--- src/rtl/lieat_exu_trap_ctrl_pkg.sv ---
// Shared definitions for the EXU trap sequencer: FSM state encodings,
// machine-mode cause codes and the position of the mcause interrupt bit.
package lieat_exu_trap_ctrl_pkg;

  typedef enum logic [1:0] {
    TRAP_IDLE   = 2'd0,
    TRAP_HOLD   = 2'd1,
    TRAP_COMMIT = 2'd2
  } trap_state_e;

  localparam int CAUSE_ECALL_M = 11;
  localparam int CAUSE_MSI     = 3;
  localparam int CAUSE_MTI     = 7;

  // The mcause interrupt flag sits in the top bit of the register.
  function automatic int irq_bit_pos(input int xlen);
    return xlen - 1;
  endfunction

endpackage

--- src/rtl/lieat_exu_trap_ctrl.sv ---
// Trap sequencer in front of the CSR file. Arbitrates ecall, mret and the
// machine software/timer interrupts, runs the IFU hold handshake for
// interrupts, and issues a one-cycle commit pulse together with a flush.
// Every output is a flop whose next value is derived from the next state,
// so a commit pulse appears on the cycle after the deciding input.
module lieat_exu_trap_ctrl
  import lieat_exu_trap_ctrl_pkg::*;
#(
  parameter int XLEN     = 32,
  parameter int HOLD_TMO = 16
) (
  input  logic            clock,
  input  logic            reset,
  input  logic            csr_valid,
  input  logic            csr_ecall,
  input  logic            csr_mret,
  input  logic [XLEN-1:0] csr_pc,
  input  logic            mstatus_mie,
  input  logic            msip_req,
  input  logic            mtip_req,
  input  logic [XLEN-1:0] mtvec_pc,
  input  logic [XLEN-1:0] mepc_pc,
  output logic            if_hold_req,
  input  logic            if_hold_rsp,
  input  logic [XLEN-1:0] if_hold_pc,
  output logic            exu_stall,
  output logic            trap_commit,
  output logic            mret_commit,
  output logic [XLEN-1:0] trap_cause,
  output logic [XLEN-1:0] trap_epc,
  output logic            flush_req,
  output logic [XLEN-1:0] flush_pc
);

  localparam int              TMO_W    = $clog2(HOLD_TMO);
  localparam logic [TMO_W-1:0] TMO_LAST = TMO_W'(HOLD_TMO - 1);
  localparam int              IRQ_BIT  = irq_bit_pos(XLEN);
  localparam logic [XLEN-1:0] IRQ_FLAG = XLEN'(1) << IRQ_BIT;

  localparam logic [XLEN-1:0] CAUSE_ECALL_V = XLEN'(CAUSE_ECALL_M);
  localparam logic [XLEN-1:0] CAUSE_MSI_V   = IRQ_FLAG | XLEN'(CAUSE_MSI);
  localparam logic [XLEN-1:0] CAUSE_MTI_V   = IRQ_FLAG | XLEN'(CAUSE_MTI);

  trap_state_e       state_q, state_d;
  logic [TMO_W-1:0]  tmo_cnt_q, tmo_cnt_d;
  logic [XLEN-1:0]   cause_q, cause_d;

  logic              go_trap;
  logic              go_mret;
  logic [XLEN-1:0]   commit_epc;
  logic              src_live;

  logic              if_hold_req_q, if_hold_req_d;
  logic              exu_stall_q,   exu_stall_d;
  logic              trap_commit_q, trap_commit_d;
  logic              mret_commit_q, mret_commit_d;
  logic [XLEN-1:0]   trap_cause_q,  trap_cause_d;
  logic [XLEN-1:0]   trap_epc_q,    trap_epc_d;
  logic              flush_req_q,   flush_req_d;
  logic [XLEN-1:0]   flush_pc_q,    flush_pc_d;

  // The low mtvec bits carry the mode field; only direct mode is supported.
  logic unused_mtvec_mode;
  assign unused_mtvec_mode = &{1'b0, mtvec_pc[1:0]};

  // The interrupt that opened the hold is still requested and still enabled.
  assign src_live = mstatus_mie &&
                    ((cause_q == CAUSE_MSI_V) ? msip_req : mtip_req);

  // State register and hold timeout counter.
  always_ff @(posedge clock or negedge reset) begin
    if (!reset) begin
      state_q   <= TRAP_IDLE;
      tmo_cnt_q <= '0;
    end else begin
      state_q   <= state_d;
      tmo_cnt_q <= tmo_cnt_d;
    end
  end

  // Latched cause: only consumed while in HOLD, so it needs no reset.
  always_ff @(posedge clock) begin
    cause_q <= cause_d;
  end

  // Next-state logic: IDLE arbitration, hold handshake, single-cycle commit.
  always_comb begin
    state_d    = state_q;
    tmo_cnt_d  = tmo_cnt_q;
    cause_d    = cause_q;
    go_trap    = 1'b0;
    go_mret    = 1'b0;
    commit_epc = '0;
    unique case (state_q)
      TRAP_IDLE: begin
        if (csr_valid && csr_ecall) begin
          go_trap    = 1'b1;
          cause_d    = CAUSE_ECALL_V;
          commit_epc = csr_pc;
          state_d    = TRAP_COMMIT;
        end else if (csr_valid && csr_mret) begin
          go_mret = 1'b1;
          state_d = TRAP_COMMIT;
        end else if (mstatus_mie && msip_req) begin
          cause_d   = CAUSE_MSI_V;
          tmo_cnt_d = '0;
          state_d   = TRAP_HOLD;
        end else if (mstatus_mie && mtip_req) begin
          cause_d   = CAUSE_MTI_V;
          tmo_cnt_d = '0;
          state_d   = TRAP_HOLD;
        end
      end
      TRAP_HOLD: begin
        // A response in the same cycle as an abort or timeout still commits.
        if (if_hold_rsp) begin
          go_trap    = 1'b1;
          commit_epc = if_hold_pc;
          state_d    = TRAP_COMMIT;
        end else if (!src_live || (tmo_cnt_q == TMO_LAST)) begin
          tmo_cnt_d = '0;
          state_d   = TRAP_IDLE;
        end else begin
          tmo_cnt_d = tmo_cnt_q + TMO_W'(1);
        end
      end
      TRAP_COMMIT: begin
        state_d = TRAP_IDLE;
      end
      default: begin
        state_d = TRAP_IDLE;
      end
    endcase
  end

  // Output next-values, derived from the transition being taken.
  always_comb begin
    if_hold_req_d = (state_d == TRAP_HOLD);
    exu_stall_d   = (state_d != TRAP_IDLE);
    trap_commit_d = go_trap;
    mret_commit_d = go_mret;
    flush_req_d   = go_trap | go_mret;
    trap_cause_d  = go_trap ? cause_d : '0;
    trap_epc_d    = go_trap ? commit_epc : '0;
    flush_pc_d    = '0;
    if (go_trap) begin
      flush_pc_d = {mtvec_pc[XLEN-1:2], 2'b00};
    end else if (go_mret) begin
      flush_pc_d = mepc_pc;
    end
  end

  // Output registers; reset clears them immediately, so no partial commit leaks.
  always_ff @(posedge clock or negedge reset) begin
    if (!reset) begin
      if_hold_req_q <= 1'b0;
      exu_stall_q   <= 1'b0;
      trap_commit_q <= 1'b0;
      mret_commit_q <= 1'b0;
      trap_cause_q  <= '0;
      trap_epc_q    <= '0;
      flush_req_q   <= 1'b0;
      flush_pc_q    <= '0;
    end else begin
      if_hold_req_q <= if_hold_req_d;
      exu_stall_q   <= exu_stall_d;
      trap_commit_q <= trap_commit_d;
      mret_commit_q <= mret_commit_d;
      trap_cause_q  <= trap_cause_d;
      trap_epc_q    <= trap_epc_d;
      flush_req_q   <= flush_req_d;
      flush_pc_q    <= flush_pc_d;
    end
  end

  assign if_hold_req = if_hold_req_q;
  assign exu_stall   = exu_stall_q;
  assign trap_commit = trap_commit_q;
  assign mret_commit = mret_commit_q;
  assign trap_cause  = trap_cause_q;
  assign trap_epc    = trap_epc_q;
  assign flush_req   = flush_req_q;
  assign flush_pc    = flush_pc_q;

endmodule

--- config.mk ---
export PLATFORM = sky130hd
export DESIGN_NAME = lieat_exu_trap_ctrl
export DESIGN_NICKNAME = d
export VERILOG_FILES = /design/src/rtl/lieat_exu_trap_ctrl_pkg.sv /design/src/rtl/lieat_exu_trap_ctrl.sv
export SDC_FILE = /design/constraint.sdc
export NUM_CORES = 1
export LEC_CHECK = 0
export BUFFER_PORTS_ARGS = -buffer_cell sky130_fd_sc_hd__buf_2
export CAP_MARGIN = 20
export CORE_MARGIN = 3
export CORE_UTILIZATION = 51
export CTS_BUF_LIST = sky130_fd_sc_hd__clkbuf_8
export DETAILED_ROUTE_END_ITERATION = 10
export PLACE_DENSITY = 0.88
export SLEW_MARGIN = 25
export SYNTH_ARGS = -nofsm -noshare
export SYNTH_HDL_FRONTEND = slang
export SYNTH_SLANG_ARGS = --single-unit
--- constraint.sdc ---
create_clock -name clock -period 3.4 [get_ports clock]
set_input_delay 0.51 -clock clock [delete_from_list [all_inputs] [get_ports clock]]
set_output_delay 0.51 -clock clock [all_outputs]
set_load 0.01 [all_outputs]
## Word-level counts from Yosys, hierarchy flattened

Cells that the tools add are included.

- Register bits: 139
- Latch bits: 0
- Bits in writable memories: 0
- ROM bits: 0
- Input bits: 137
- Output and inout port bits: 101
- Logic and storage cells: 65
- Memories kept: 0

- Add/sub/neg operators: 1
- Multipliers: 0
- Div/mod/pow operators: 0
- Order comparisons: 0
- Eq/ne operators: 8
- Shift operators: 0
- Muxes and demuxes: 33
- Bitwise logic cells: 1
- Reduce and logical (&&, ||, !) cells: 11

Operators by type and width:

| kind | count |
|---|---|
| $mux W32 | 11 |
| $pmux W32 S2 | 1 |
| $eq A32 B32 Y1 const B | 1 |
| $mux W4 | 6 |
| $mux W2 | 6 |
| $pmux W4 S2 | 1 |
| $mux W1 | 6 |
| $ne A2 B2 Y1 const B | 3 |
| $logic_and A1 B1 Y1 | 5 |
| $reduce_and A5 Y1 | 1 |
| $add A4 B1 Y4 const B | 1 |
| $eq A2 B1 Y1 const B | 2 |
| $eq A4 B4 Y1 const B | 1 |
| $pmux W2 S2 | 1 |
| $reduce_bool A2 Y1 | 2 |
| $ne A3 B3 Y1 const B | 1 |
| $logic_not A2 Y1 | 1 |
| $pmux W1 S2 | 1 |
| $logic_not A1 Y1 | 1 |
| $logic_or A1 B1 Y1 | 1 |
| $or A1 B1 Y1 | 1 |

## Depth between registers and ports, before layout

Gate-level depths: netlist of the first run.

- Depth after elaboration: 9
- Mapped depth: 7
- Mapped depth without buffers: 6

## Least setup slack after synthesis of the first run

OpenSTA, ideal clock, no wires.

- Kind: reg-to-reg
- Start point: register cause_q[18]
- End point: register exu_stall_q, in the netlist exu_stall
- Library setup time: 0.132 ns
- Arrival: 1.705 ns
- Data required time: 3.268 ns
- Path slack: 1.564 ns
- Stages on the path, launching flop included: 6
- Path buffers: 0
- Clock period less this slack: 1.836 ns
- Path through: dfxtp_1 or4_4 nor4_4 a21oi_2 nor2_4 or3b_1

- Cells in the longest elaborated chain, start to end: 9

Ends and longest elaborated chain:

| item | RTL line | text |
|---|---|---|
| start: declaration | lieat_exu_trap_ctrl.sv:46 | `logic [XLEN-1:0] cause_q, cause_d;` |
| start signal: assignment | lieat_exu_trap_ctrl.sv:83 | `cause_q <= cause_d;` |
| $eq A32 B32 Y1 | lieat_exu_trap_ctrl.sv:68 | `((cause_q == CAUSE_MSI_V) ? msip_req : mtip_req);` |
| $mux W1 | lieat_exu_trap_ctrl.sv:68 |  |
| $logic_and A1 B1 Y1 | lieat_exu_trap_ctrl.sv:67 | `assign src_live = mstatus_mie &&` |
| $logic_not A1 Y1 | lieat_exu_trap_ctrl.sv:120 | `end else if (!src_live \|\| (tmo_cnt_q == TMO_LAST)) begin` |
| $logic_or A1 B1 Y1 | lieat_exu_trap_ctrl.sv:120 |  |
| $mux W2 | lieat_exu_trap_ctrl.sv:120 |  |
| $mux W2 | lieat_exu_trap_ctrl.sv:116 | `if (if_hold_rsp) begin` |
| $pmux W2 S2 | lieat_exu_trap_ctrl.sv:94 | `unique case (state_q)` |
| $reduce_bool A2 Y1 | lieat_exu_trap_ctrl.sv:139 | `exu_stall_d = (state_d != TRAP_IDLE);` |
| net exu_stall_d | lieat_exu_trap_ctrl.sv:54 | `logic exu_stall_q, exu_stall_d;` |
| end signal: assignment | lieat_exu_trap_ctrl.sv:166 | `exu_stall_q <= exu_stall_d;` |
| end: declaration | lieat_exu_trap_ctrl.sv:54 |  |

The timed path passes the listed nets, and every way through them passes these cells.
A chain may end at the register's enable or synchronous reset.

## Worst setup path in the final report of the first run

- Start point: register state_q[1]
- End point: register flush_pc_q[31], in the netlist flush_pc[31]

- Cells in the longest elaborated chain, start to end: 4
- Elaborated cells between the ends (all ways): 6
- Classes of those cells: eq/ne: 1; mux: 4; reduce/logical: 1

Ends and longest elaborated chain:

| item | RTL line | text |
|---|---|---|
| start: declaration | lieat_exu_trap_ctrl.sv:44 | `trap_state_e state_q, state_d;` |
| start signal: assignment | lieat_exu_trap_ctrl.sv:76 | `state_q <= state_d;` |
| $logic_not A2 Y1 | lieat_exu_trap_ctrl.sv:94 |  |
| $mux W1 | lieat_exu_trap_ctrl.sv:94 |  |
| $mux W32 | lieat_exu_trap_ctrl.sv:148 | `end else if (go_mret) begin` |
| $mux W32 (*) | lieat_exu_trap_ctrl.sv:146 | `if (go_trap) begin` |
| net flush_pc_d[31] | lieat_exu_trap_ctrl.sv:60 | `logic [XLEN-1:0] flush_pc_q, flush_pc_d;` |
| end signal: assignment | lieat_exu_trap_ctrl.sv:172 | `flush_pc_q <= flush_pc_d;` |
| end: declaration | lieat_exu_trap_ctrl.sv:60 |  |

The timed path passes the listed nets; every way through them passes the cells marked *.

==> metrics.sh, run 1 <==
ROUTED_WL_UM=12900
POSTSYNTH.ASYNCRESETSHARE=0.770
CRITPATHKIND='flop to flop'
SYNTHCELLS=351
DRIVE_GT1_FRAC=0.473
NETLIST_TOP_CELLS_AREA='dfrtp_1 56%, dfxtp_1 14%, a22o_1 11%, and2_1 7.7%, clkbuf_1 1.2%'
PLACE.PORT_BUFFERS=235
FIRST_GLOBAL_VIAS=3801
DRT_FIRST_ITER_VIOLATIONS=148
POSTROUTEANTENNANETS=0
CP_SLOWEST_CELL='inv_1'
SYNTH.LARGEST_AREA_CELL='dfrtp_1'
CRITICAL_PATH.MAX_STAGE_DELAY_NS=0.70
CORE_REGION_AREA_SQ_UM=8890
WORST_SKEW_PAIR.LATE_LATENCY_NS=0.42
POST-PLACE-WS_NS=1.22
FLOORPLAN.DIE.WIDTH_UM=102
CTS_TREE='done'
PLACEMENT_ROWS=34
LAYOUT_COMMON_CELLS='234 x buf_2, 107 x dfrtp_1, 62 x a22o_1'
CLKSLEWWORSTSETUPHOLDPATHS_NS=0.08
CTS_MADE_BUFFERS=17
ROUTED-VIA-COUNT=3752
FINAL.FILL_COUNT=571
DR.PASS1.ITERS=5
H_TREE_LEVELS=4
SETUP_TNS_NS=0
SYNTH.DISTINCT_CELLS=38
ROUTE.DETAILED.DRC=0
GRT_FIRST_PASS_WIRELENGTH_UM=19200
BOUNDARYPINS=238
CRITICAL_PATH.REG2REG.ENDPOINT='flush_pc[31]'
DIE_AREA_SQ_UM=10500
WORST-SLEW-PIN-TRANSITION_NS=0.936
NUMBER_OF_ANTENNA_VIOLATIONS_AT_THE_FIRST_CHECK_IN_GLOBAL_ROUTING=0
REGTOREGSETUPSLACK_NS=1.28
CRITPATHCAPTURETYPE='flop'
CRIT_PATH_START_KIND='flop'
FINISH.NET_COUNT=730
CTS.SINKS=139
SYN_TO_FINAL_GROWTH_PCT=36.9
TIMING_HOLD_VIOLATIONS_FINAL=0
CTS_ROOT_BUFFER='clkbuf_8'
SLEW_VIOLS_FINAL=0
POST_DRT_WL_PER_CELL_UM=18.1
GRT_START_MAX_NET_PINS=66
FINCLKSKEW_NS=0.0154
IRDROPWORSTVDD_mV=0.355
TOTAL_LEAKAGE_POWER_nW=3.64
STARTPOINT='state_q[1]'
POWERDENSITY_nW_PER_UM2=572
CTS-ROOT-TO-SINK-BUFFERS=2
START_UTIL=0.533
POSTCTSSETUPREPAIRBUFS=0
FINAL_COMMON_CELL='buf_2'
HOLD_PATH_CLASS='primary input to async pin'
REQUIRED_NS=3.74
SYN-MEAN-INSTANCE-AREA_SQ_UM=13.5
CRIT_ARRIVAL_NS=2.46
SYN-CELL-AREA_SQ_UM=4740
SYNTH_ENABLE_FLOP_CELLS=0
VIAS_PER_CELL=5.26
GPL.FINAL_WEIGHTED_CONGESTION=0.818
TIMING.RR.START='state_q[1]'
CTS_RESIZED=0
TIMING.CRITICAL_PATH.CELLS='or2_2 -> nor2_2 -> nor2_1 -> inv_1 -> a22o_1'
TRACK_USAGE=0.243
FMAX_MHz=472
RUN_STATUS='completed'
FIN_UTIL=0.730
CRIT_PATH_MAX_FANOUT=32
FINAL_MIN_PERIOD_OVER_CLOCK_PERIOD=0.623
GRT_SETUP_UNREPAIRED='no'
WORST_R2R_PATH_DEPTH=5
PERIOD_NEEDED_NS=2.12
ANTENNADIODECOUNT=0
DIE_HEIGHT_UM=102
PLACE_HPWL_UM=9340
SETUP_VIOLATIONS=0
WORST_SLEW_MARGIN_REL=0.375
SETUP_WS_NS=1.28
TIMING.MAX_CAP.VIOLATIONS=0
SYNTH.YOSYS.SEQ_AREA_SHARE=0.700
SYNTH_FF_TYPE='dfrtp_1'
SYNTH-SEQ-CELLS=139
GRT_OVERFLOW_TOTAL=0
SYNTHDOMINANTCELLAREASHARE=0.565
SYNTH-WARNING-COUNT=0
SYN_NETS=489
CTSHOLDBUFFERS=0
## through the flow
stage                     total power, W  instances  cell area [sq um]  hold slack (ns)
final                            0.00371        713               6490            0.184
after floorplan                  0.00201        351               4740            0.214
after detailed placement         0.00225        681               6030            0.441
after global placement           0.00223        681               6030            0.435
after CTS                        0.00374        713               6490            0.195
after global routing             0.00387        713               6490            0.216
## routing by layer
layer	track usage	vias up	routed length [um]
met5	0	-	0
met4	0.0938	0	310
met3	0.0655	26	824
met2	0.442	162	6950
met1	0.268	1856	4830
li1	-	1708	-
## cells in the mapped netlist (2+ instances only)
master      n
a21oi_1     8
a22o_1     62
and2_1     58
and2_2      2
buf_2       4
clkbuf_1   15
dfrtp_1   107
dfxtp_1    32
inv_1       9
nand2_1     7
nand3_1     3
nor2_1      6
nor2b_1     2
nor3_1      2
nor4_1      4
o21ai_0     5
o22ai_1     3
or4_4       2
## critical path, delay by kind of cell, from the launching register on
| family | cells | cell delay, ns |
|---|---|---|
| AO/OA/AOI/OAI | 1 | 0.29 |
| buffers and inverters | 1 | 0.70 |
| flip-flops | 1 | 0.46 |
| AND/OR/NAND/NOR | 3 | 0.59 |
## state kept, by name, indices dropped and copies added, names as in the netlist, 2 cells and up
register    flops
cause_q        32
flush_pc       32
state_q         2
tmo_cnt_q       4
trap_cause     32
trap_epc       32
## power breakdown
part / switching, W / leakage, nW / internal (W) / total (W)
logic: 0.000247 / 1.70 / 0.000193 / 0.000440
clock network: 0.000660 / 0.227 / 0.000839 / 0.00150
registers: 0.0000375 / 1.72 / 0.00174 / 0.00178
total: 0.000945 / 3.64 / 0.00277 / 0.00371
## how the worst max path moves through the flow
stage | end | slack, ns | cells after the start
after floorplan | exu_stall | 1.56 | 5
after global placement | flush_pc[31] | 1.28 | 6
after detailed placement | flush_pc[31] | 1.22 | 6
after CTS | flush_pc[31] | 1.28 | 5
after global routing | flush_pc[31] | 1.12 | 5
final | flush_pc[31] | 1.28 | 5
## kinds of logic after synthesis
family	count (synthesis)	synth area share
DFF	139	0.700
and+or+nand+nor	101	0.136
AOI/OAI and AO/OA	82	0.139
buffers and inverters	28	0.0232
adders and majority gates	1	0.00264
## cell type report
class / instances / area (sq um) / share of cell area
inverter: 9 / 33.8 / 0.00521
multi-input combinational: 184 / 1320 / 0.204
clock buffer: 18 / 248 / 0.0382
tap: 108 / 135 / 0.0208
timing repair buffer: 241 / 1220 / 0.189
sequential: 139 / 3320 / 0.511
clock inverter: 14 / 209 / 0.0322
Note: power is estimated with default switching activity, not from simulation.
==> run 2: changes to the inputs <==
--- a/config.mk
+++ b/config.mk
@@ -8,10 +8,10 @@
 export BUFFER_PORTS_ARGS = -buffer_cell sky130_fd_sc_hd__buf_2
 export CAP_MARGIN = 20
 export CORE_MARGIN = 3
-export CORE_UTILIZATION = 51
+export CORE_UTILIZATION = 47
 export CTS_BUF_LIST = sky130_fd_sc_hd__clkbuf_8
 export DETAILED_ROUTE_END_ITERATION = 10
-export PLACE_DENSITY = 0.88
+export PLACE_DENSITY = 0.82
 export SLEW_MARGIN = 25
 export SYNTH_ARGS = -nofsm -noshare
 export SYNTH_HDL_FRONTEND = slang
==> constraint.sdc (replaced) <==
create_clock -name clock -period 2.2 [get_ports clock]
set_input_delay 0.33 -clock clock [delete_from_list [all_inputs] [get_ports clock]]
set_output_delay 0.33 -clock clock [all_outputs]
set_load 0.01 [all_outputs]
==> run 2 against run 1 <==
Setup slack got worse by 1.1 ns. First-iteration DRC count increased by 42%. Cell count increased by 4.3%. Worst hold slack got worse by 0.068 ns. Largest cell class unchanged. Largest power group unchanged.
==> metrics.sh, run 2 (synthesis gave the netlist of run 1 again) <==
GPL.FINAL_WEIGHTED_CONGESTION=0.776  # -5.1%
CRIT_PATH_START_KIND='flop'
WORST_R2R_PATH_DEPTH=5  # unchanged
TIMING_HOLD_VIOLATIONS_FINAL=0  # unchanged
CTS-ROOT-TO-SINK-BUFFERS=2  # unchanged
REGTOREGSETUPSLACK_NS=0.18  # -1.10 ns
TIMING.RR.START='cause_q[18]'
IRDROPWORSTVDD_mV=0.561  # +58%
DESIGN_POWER_TOTAL_W=0.00578  # +56%
TRACK_USAGE=0.214  # -0.0283
POWERDENSITY_nW_PER_UM2=876  # +53%
GRT_SETUP_UNREPAIRED='no'
FINAL_MIN_PERIOD_OVER_CLOCK_PERIOD=0.917  # +0.295
FINAL_COMMON_CELL='buf_2'
BOUNDARYPINS=238  # unchanged
CORE_REGION_AREA_SQ_UM=9770  # +9.9%
START_UTIL=0.485  # -0.0482
DIE_AREA_SQ_UM=11300  # +8.0%
FMAX_MHz=495  # +4.9%
WORST_SKEW_PAIR.LATE_LATENCY_NS=0.42  # about the same
TOTAL_LEAKAGE_POWER_nW=3.68  # +1.1%
DIE_HEIGHT_UM=106  # +3.9%
POSTROUTEANTENNANETS=0  # unchanged
GRT_FIRST_PASS_WIRELENGTH_UM=18700  # -2.7%
CRITPATHKIND='flop to flop'
SETUP_TNS_NS=0  # unchanged
FINISH.NET_COUNT=736  # +0.82%
GRT_OVERFLOW_TOTAL=0  # unchanged
ANTENNADIODECOUNT=0  # unchanged
WORST-SLEW-PIN-TRANSITION_NS=0.593  # -0.344 ns
HOLD_PATH_CLASS='primary input to flop'
TIMING.MAX_CAP.VIOLATIONS=0  # unchanged
FLOORPLAN.DIE.WIDTH_UM=106  # +3.9%
GRT_START_MAX_NET_PINS=48  # -27%
FINALNONFILLERCELLS=744  # +4.3%
SLEW_VIOLS_FINAL=0  # unchanged
DR.PASS1.ITERS=4  # -1
REQUIRED_NS=2.49  # -1.25 ns
POST-PLACE-WS_NS=0.0694  # -1.15 ns
PERIOD_NEEDED_NS=2.02  # -0.0987 ns
CTS_MADE_BUFFERS=17  # unchanged
LAYOUT_COMMON_CELLS='234 x buf_2, 107 x dfrtp_1, 62 x a22o_1'
FINALHOLDWORSTSLACK_NS=0.117  # -0.0675 ns
CRIT_PATH_MAX_FANOUT=4  # -88%
DRIVE_GT1_FRAC=0.476  # +0.00354
VIAS_PER_CELL=4.97  # -5.6%
ROUTED-VIA-COUNT=3695  # -1.5%
CTS_ROOT_BUFFER='clkbuf_8'
FINCLKSKEW_NS=0.0111  # -0.00432 ns
SETUP_WS_NS=0.182  # -1.10 ns
ROUTED_WL_UM=12200  # -5.9%
RUN_STATUS='completed'
DP_CELLS=711  # +4.4%
WORST_SLEW_MARGIN_REL=0.603  # +0.228
ROUTE.DETAILED.DRC=0  # unchanged
CTS.SINKS=139  # unchanged
NUMBER_OF_ANTENNA_VIOLATIONS_AT_THE_FIRST_CHECK_IN_GLOBAL_ROUTING=0  # unchanged
CRITICAL_PATH.REG2REG.ENDPOINT='exu_stall'
SETUP.WORST_PATH.END='exu_stall'
SYN_TO_FINAL_GROWTH_PCT=39.2
PLACE.PORT_BUFFERS=235  # unchanged
CLKSLEWWORSTSETUPHOLDPATHS_NS=0.07  # about the same
FIRST_GLOBAL_VIAS=3769  # -0.84%
CRITPATHCAPTURETYPE='flop'
H_TREE_LEVELS=4  # unchanged
SETUP_VIOLATIONS=0  # unchanged
CTS_TREE='done'
PLACEMENT_ROWS=36  # +5.9%
STARTPOINT='cause_q[18]'
CRIT_ARRIVAL_NS=2.31  # -0.15 ns
PLACE_HPWL_UM=8830  # -5.4%
DRT_FIRST_ITER_VIOLATIONS=210  # +42%
POST_DRT_WL_PER_CELL_UM=16.3  # -9.8%
HOLD_DEPTH=2
-- run 2: cell count changes in the layout (fill, tap and decap cells not counted), moves of 2 or more --
cell	change
clkbuf_8	+2
buf_4	+3
clkinv_4	-3
clkinv_2	+2
inv_6	-4
clkinvlp_4	+2
-- run 2: power breakdown --
part / switching, W / internal [W] / leakage (nW) / total [W]
logic: 0.000376 / 0.000313 / 1.73 / 0.000690
registers: 0.0000567 / 0.00269 / 1.72 / 0.00274
clock network: 0.000913 / 0.00144 / 0.232 / 0.00235
total: 0.00135 / 0.00444 / 3.68 / 0.00578
-- run 2: area by class of cell --
cell class,count,area (sq um)
clock inverter,12,195
tap,133,166
timing repair buffer,247,1290
clock buffer,20,275
fill,731,3170
sequential,139,3320
multi-input combinational,184,1330
inverter,9,33.8
-- run 2: stage by stage --
stage                     area [sq um]  utilization
after CTS                         6600        0.675
after floorplan                   4740            -
after global placement            6110        0.626
after global routing              6600        0.675
final                             6600        0.675
after detailed placement          6110        0.626
-- run 2: metal layers --
| metal | track usage | up-vias | wire (um) |
|---|---|---|---|
| li1 | - | 1722 | - |
| met1 | 0.242 | 1811 | 4560 |
| met2 | 0.384 | 146 | 6610 |
| met3 | 0.0638 | 16 | 855 |
| met4 | 0.0758 | 0 | 128 |
| met5 | 0 | - | 0 |
-- run 2: repair_timing --
item	in CTS	in global routing
hold buffers	1	0
setup buffers	0	0
endpoints found under the hold margin	28	0
gates resized for setup	0	2
endpoints found under the setup margin	0	18
-- run 2: worst min-delay path by stage --
stage	slack, ns	end	from
after floorplan	0.03	exu_stall	reset
after global placement	0.28	trap_cause[13]	reset
after detailed placement	0.29	trap_cause[13]	reset
after CTS	0.08	flush_pc[0]	mepc_pc[0]
after global routing	0.09	flush_pc[0]	mepc_pc[0]
final	0.12	flush_pc[0]	mepc_pc[0]
-- run 2: worst max-delay path, stage by stage (launching register included) --
cell and delay [ns]:
dfxtp_1 0.33, or4_4 0.55, nor4_4 0.34, a21oi_2 0.16
nor2_4 0.15, or3b_1 0.36
